$ cat src/rtl/data_mem_reader_pkg.sv
// data_mem_reader_pkg: shared CPU memory access-type encodings and address helpers
package data_mem_reader_pkg;

    localparam logic [2:0] RW_LB  = 3'b000;
    localparam logic [2:0] RW_LH  = 3'b001;
    localparam logic [2:0] RW_LW  = 3'b010;
    localparam logic [2:0] RW_LBU = 3'b100;
    localparam logic [2:0] RW_LHU = 3'b101;

    function automatic logic [31:0] word_align(input logic [31:0] a);
        return a & ~32'd3;
    endfunction

endpackage

$ cat src/rtl/data_mem_reader.sv
// data_mem_reader: streams a burst of words from data memory out over a valid/ready port
module data_mem_reader
    import data_mem_reader_pkg::*;
(
    input  logic        clk,
    input  logic        rst,
    input  logic        start,
    input  logic [31:0] base_addr,
    input  logic [15:0] word_count,
    output logic        R_en,
    output logic        W_en,
    output logic [31:0] ram_addr,
    output logic [2:0]  RW_type,
    input  logic [31:0] Rd_mem_data,
    output logic [31:0] m_data,
    output logic        m_valid,
    input  logic        m_ready,
    output logic        m_last,
    output logic        busy,
    output logic        done
);

    localparam logic [1:0] S_IDLE = 2'd0;
    localparam logic [1:0] S_READ = 2'd1;
    localparam logic [1:0] S_HOLD = 2'd2;
    localparam logic [1:0] S_FIN  = 2'd3;

    logic [1:0]  r_state;
    logic [31:0] r_addr;
    logic [31:0] r_ram_addr;
    logic [15:0] r_rem;
    logic [31:0] r_data;
    logic        r_valid;
    logic        r_last;

    // ram_addr is its own register so it holds its value after the final increment
    always_ff @(posedge clk) begin
        if (rst) begin
            r_state    <= S_IDLE;
            r_addr     <= '0;
            r_ram_addr <= '0;
            r_rem      <= '0;
            r_data     <= '0;
            r_valid    <= 1'b0;
            r_last     <= 1'b0;
        end else begin
            case (r_state)
                S_IDLE: begin
                    if (start && word_count != 16'd0) begin
                        r_addr     <= word_align(base_addr);
                        r_ram_addr <= word_align(base_addr);
                        r_rem      <= word_count;
                        r_state    <= S_READ;
                    end else if (start) begin
                        r_state <= S_FIN;
                    end
                end
                S_READ: begin
                    r_data  <= Rd_mem_data;
                    r_valid <= 1'b1;
                    r_last  <= (r_rem == 16'd1);
                    r_state <= S_HOLD;
                end
                S_HOLD: begin
                    if (m_ready) begin
                        r_valid <= 1'b0;
                        r_last  <= 1'b0;
                        r_rem   <= r_rem - 16'd1;
                        r_addr  <= r_addr + 32'd4;
                        if (!r_last)
                            r_ram_addr <= r_addr + 32'd4;
                        r_state <= r_last ? S_FIN : S_READ;
                    end
                end
                default: r_state <= S_IDLE;
            endcase
        end
    end

    assign R_en     = (r_state == S_READ);
    assign W_en     = 1'b0;
    assign ram_addr = r_ram_addr;
    assign RW_type  = RW_LW;
    assign m_data   = r_data;
    assign m_valid  = r_valid;
    assign m_last   = r_last;
    assign busy     = (r_state != S_IDLE);
    assign done     = (r_state == S_FIN);

endmodule

$ cat config.mk
export PLATFORM = sky130hd
export DESIGN_NAME = data_mem_reader
export DESIGN_NICKNAME = d
export VERILOG_FILES = /design/src/rtl/data_mem_reader_pkg.sv /design/src/rtl/data_mem_reader.sv
export SDC_FILE = /design/constraint.sdc
export NUM_CORES = 1
export LEC_CHECK = 0
export ABC_AREA = 1
export BUFFER_PORTS_ARGS = -buffer_cell sky130_fd_sc_hd__buf_4
export CORE_ASPECT_RATIO = 1.75
export CORE_UTILIZATION = 40
export DETAILED_ROUTE_END_ITERATION = 8
export GPL_ROUTABILITY_DRIVEN = 0
export PLACE_DENSITY_LB_ADDON = 0.12
export SLEW_MARGIN = 20
export SYNTH_ARGS = -nofsm -noshare
export SYNTH_HDL_FRONTEND = slang
export SYNTH_SLANG_ARGS = --single-unit
$ cat constraint.sdc
create_clock -name clk -period 4.8 [get_ports clk]
set_input_delay 0.48 -clock clk [delete_from_list [all_inputs] [get_ports clk]]
set_output_delay 0.48 -clock clk [all_outputs]
set_load 0.01 [all_outputs]
Word level (Yosys, flattened, before mapping) --
Cells that the tools add are included.
Storage, ports and cells: bits in registers 116, input bits 84, logic and storage cells 44
Cells by class: $add $sub $neg 2, eq/ne operators 8, mux-type cells 17, reduce and logical (&&, ||, !) cells 10
Operators with widths (number):
- $mux W32 | 4
- $pmux W32 S2 | 2
- $add A32 B3 Y32 const B | 1
- $mux W16 | 2
- $pmux W16 S2 | 1
- $eq A16 B1 Y1 const B | 1
- $reduce_bool A16 Y1 | 1
- $sub A16 B1 Y16 const B | 1
- $mux W2 | 4
- $ne A2 B2 Y1 const B | 3
- $pmux W2 S3 | 1
- $reduce_bool A2 Y1 | 3
- $eq A2 B2 Y1 const B | 2
- $pmux W1 S2 | 2
- $reduce_and A2 Y1 | 2
- $reduce_and A4 Y1 | 1
- $ne A3 B3 Y1 const B | 1
- $reduce_and A3 Y1 | 1
- $eq A2 B1 Y1 const B | 1
- $logic_not A2 Y1 | 1
- $logic_and A1 B1 Y1 | 1
- $mux W1 | 1

Longest topological paths before layout --
word-level depth 4, depth in mapped cells 10, depth with buffers taken out 10

Worst setup path after synthesis --
No wires, ideal clock.
path type register -> register, from register r_addr[2], to register r_addr[16], library setup time 0.115 ns, arrival time 1.483 ns, data required time 4.685 ns, setup slack 3.202 ns, cell stages (with the launch flop) 10, path buffers 0, period minus slack after synthesis 1.598 ns, cell sequence dfxtp_1 -> ha_1 -> nand3_1 -> nor2_1 -> nand3_1 -> nand2_1 -> nand3_1 -> o21ai_0 -> nand2_1 -> and2_1
On the way: longest elaborated chain between the ends 3
Ends and longest elaborated chain:
- start, declared | line data_mem_reader.sv:29 | logic [31:0] r_addr;
- start signal, assigned | line data_mem_reader.sv:50 | r_addr <= word_align(base_addr);
- start signal, assigned | line data_mem_reader.sv:69 | r_addr <= r_addr + 32'd4;
- $add A32 B3 Y32 | line data_mem_reader.sv:69
- $mux W32 | line data_mem_reader.sv:65 | if (m_ready) begin
- $pmux W32 S2 | line data_mem_reader.sv:47 | case (r_state)
Every way passes these cells. The select of a mux whose other input is x is not followed. A chain may end at the register's enable or synchronous reset.

Final worst setup path --
from register r_state[1], to register r_ram_addr[29], in the netlist ram_addr[29]
On the way: longest elaborated chain between the ends 3
Ends and longest elaborated chain:
- start, declared | line data_mem_reader.sv:28 | logic [1:0] r_state;
- start signal, assigned | line data_mem_reader.sv:72 | r_state <= r_last ? S_FIN : S_READ;
- $eq A2 B2 Y1 / $logic_not A2 Y1 (equally long branches) | line data_mem_reader.sv:47
- $ne A2 B2 Y1 (no source line) / $reduce_bool A2 Y1 (equally long branches)
- $reduce_and A4 Y1 (no source line)
- end signal, assigned | line data_mem_reader.sv:51 | r_ram_addr <= word_align(base_addr);
- end signal, assigned | line data_mem_reader.sv:71 | r_ram_addr <= r_addr + 32'd4;
- end, declared | line data_mem_reader.sv:30 | logic [31:0] r_ram_addr;
Parallel ways exist; a longest one is shown, timed or not.

==> impl_metrics.json <==
{
  "synth_top_area_share_pct": 38.1,
  "cts_inserted_buffers": 17,
  "dp_slack_ns": 1.85,
  "nNetsFinal": 1189,
  "pwr_density_cell_nw_per_um2": 430,
  "whs_path_depth": 3,
  "r2r_slack_ns": 1.91,
  "die_h_um": 165,
  "ys_seq_elements": 116,
  "ir_drop_uv": 237,
  "synth_xor_area_share_pct": 0.144,
  "synth_ff_type": "dfxtp_1",
  "diodes": 0,
  "fin_ws_ns": 1.91,
  "port_buffers": 150,
  "vias": 6391,
  "finalNonFillerCells": 1298,
  "dpl.hpwl_um": 13400,
  "start_kind": "flop",
  "wl_per_cell_um": 14.3,
  "wl_met1_um": 7010,
  "cts_tree": "done",
  "hold_class": "input port to flop",
  "setup_violations": 0,
  "synth_fa_ha_area_share_pct": 0.616,
  "r2r-end": "ram_addr[29]",
  "worstReg2RegStart": "r_state[1]",
  "row_count": 59,
  "overflow": 0,
  "hold_viol_final": 0,
  "dr.pass1.iters": 5,
  "cts_setup_buffers": 0,
  "synth_area_um2": 6100,
  "yosysWarnings": 0,
  "track_usage_pct": 24.4,
  "htreeDepth": 4,
  "ant_nets": 0,
  "synthSimpleGateAreaFrac_pct": 40.3,
  "finalCritPeriodShare_pct": 60.3,
  "period_minus_slack_ns": 2.89,
  "synth_area_per_cell_um2": 6.27,
  "grt_max_degree": 70,
  "critical_path_class": "flop to flop",
  "routed_wl_um": 18500,
  "drive_gt1_share_pct": 20.9,
  "clockRootBuffer": "clkbuf_16",
  "wl_met3_um": 865,
  "post-route-drc-count": 0,
  "yosysSeqAreaShare_pct": 38.1,
  "skew_ns": 0.00952,
  "cts_num_sinks": 116,
  "crit_arrival_ns": 3.25,
  "worst_pin_slew_ns": 0.715,
  "synth_edf_count": 0,
  "io_pins": 157,
  "synth_area_leaders": "dfxtp_1 (38%), nand2_1 (19%), nor2_1 (11%)",
  "die_w_um": 95.3,
  "synth_top_family_by_area": "simple AND/OR/NAND/NOR gates",
  "whs_endpoint": "m_data[29]",
  "cts_buffer_depth": 2,
  "synth_mux_area_share_pct": 0,
  "drtIter0Drc": 355,
  "end_kind": "flop",
  "maxCapViolations": 0,
  "synth-compound-area-share_pct": 11.9,
  "antenna_found_initial": 0,
  "synthToLayoutAreaGrowth_pct": 28.1,
  "required_ns": 5.16,
  "placed_cells": 1266,
  "rsz0062_at_grt": "false",
  "dieArea_um2": 15800,
  "fmax_mhz": 346,
  "postSynthCellCount": 972,
  "clock_latency_ns": 0.41,
  "top_layer_used": "met4",
  "fin_setup_tns_ns": 0,
  "maxSlewHeadroom_pct": 52.4,
  "met2_length_um": 10000,
  "hold_slack_ns": 0.286,
  "r2r_cells": 9,
  "path_clk_slew_ns": 0.06,
  "status": "completed",
  "coreArea_um2": 14900,
  "hold_buffers": 0,
  "p_leak_nw": 3.65,
  "start_util_pct": 40.9,
  "grt_pass1_vias": 6055,
  "grt_pass1_wl_um": 29100,
  "synth_cell_types": 35,
  "hold_start": "Rd_mem_data[29]",
  "synthArstFlopShare_pct": 0,
  "critPathMaxFanout": 69,
  "cts_resized": 0,
  "report.final.slew_viol_count": 0,
  "yosys.area.top_type": "dfxtp_1",
  "viasPerCell": 4.92
}
[per-layer routing]
layer / up-vias / global-route usage, %
met2: 182 / 45.5
met3: 33 / 5.04
li1: 3319 / -
met1: 2857 / 24.9
met4: 0 / 12.2
met5: - / 0
[cell usage after synthesis, types with 2 or more instances]
cell        n
nand2_1   301
nor2_1    180
dfxtp_1   116
inv_1      70
nand3_1    65
o21ai_0    65
a21oi_1    52
clkbuf_1   21
or2_2      17
buf_2      12
buf_4       7
nand2_2     7
a21oi_2     6
o21ai_1     5
a31oi_1     4
buf_6       4
inv_2       4
nor2_2      4
nor3_1      4
ha_1        3
nand3_2     3
nand3b_1    3
and2_1      2
conb_1      2
nand4_1     2
o211ai_1    2
o21bai_1    2
or2_1       2
[layout make-up]
cell class                 count  area (um2)
multi-input combinational    738        3250
clock buffer                  17         425
sequential                   116        2320
inverter                      75         287
timing repair buffer         154        1160
fill                        1606        7100
tap                          183         229
clock inverter                15         144
[power breakdown]
group          total [mW]  switching [mW]  leakage [nW]  internal (mW)
logic               0.883           0.537          2.42          0.347
clock network        1.24           0.511         0.274          0.725
registers            1.24           0.125         0.959           1.11
total                3.36            1.17          3.65           2.19
[worst max-delay path, stage by stage, from the launching register on]
cell,delay [ns]
dfxtp_1,0.44
nand2_2,0.41
inv_2,0.16
buf_4,0.58
nand2_1,0.20
nand4_4,0.33
nand2_2,0.13
inv_1,0.39
nand2_1,0.10
nand2_1,0.08
[per-stage QoR]
stage               utilization, %  total power [mW]  area [um2]
floorplan                        -              1.83        6100
global placement              48.5              2.14        7240
detailed placement            48.5              2.15        7240
CTS                           52.4              3.39        7810
global route                  52.4              3.57        7810
finish                        52.4              3.36        7810
[sequential cells by signal (all words and copies together), names as in the netlist]
signal    count
r_addr       32
m_last        1
r_state       2
ram_addr     32
r_rem        16
m_data       32
m_valid       1
[cells in the final DEF, fill, tap and decap left out, drive strengths merged, types with 2 or more instances in the layout]
cell | Yosys | routed
dfxtp | 116 | 116
nand3 | 68 | 68
o21bai | 2 | 2
ha | 3 | 3
a21oi | 58 | 58
o211ai | 2 | 2
nand2 | 308 | 308
or2 | 19 | 19
and2 | 2 | 2
clkinv | 0 | 3
nor3 | 4 | 4
inv | 75 | 83
clkinvlp | 0 | 3
o21ai | 71 | 71
buf | 24 | 154
nor2 | 185 | 185
nand3b | 3 | 3
conb | 2 | 4
nand4 | 3 | 3
a31oi | 4 | 4
clkbuf | 21 | 17
[worst max path at each step]
stage                         endpoint       start  slack [ns]
after floorplan             r_addr[16]   r_addr[2]        3.20
after global placement    ram_addr[29]  r_state[1]        1.87
after detailed placement  ram_addr[29]  r_state[1]        1.85
after CTS                 ram_addr[29]  r_state[1]        1.81
after global routing      ram_addr[27]  r_state[1]        1.59
final                     ram_addr[29]  r_state[1]        1.91
[logic make-up (layout without fill, tap and decap cells)]
| family | Yosys count | count (layout) |
|---|---|---|
| fa+ha+maj | 3 | 3 |
| compound gates | 137 | 137 |
| other cells | 2 | 4 |
| flops | 116 | 116 |
| buf+inv | 120 | 261 |
| simple gates | 593 | 593 |
| xor+xnor | 1 | 1 |
No activity file was read; power rests on OpenSTA's default activity.
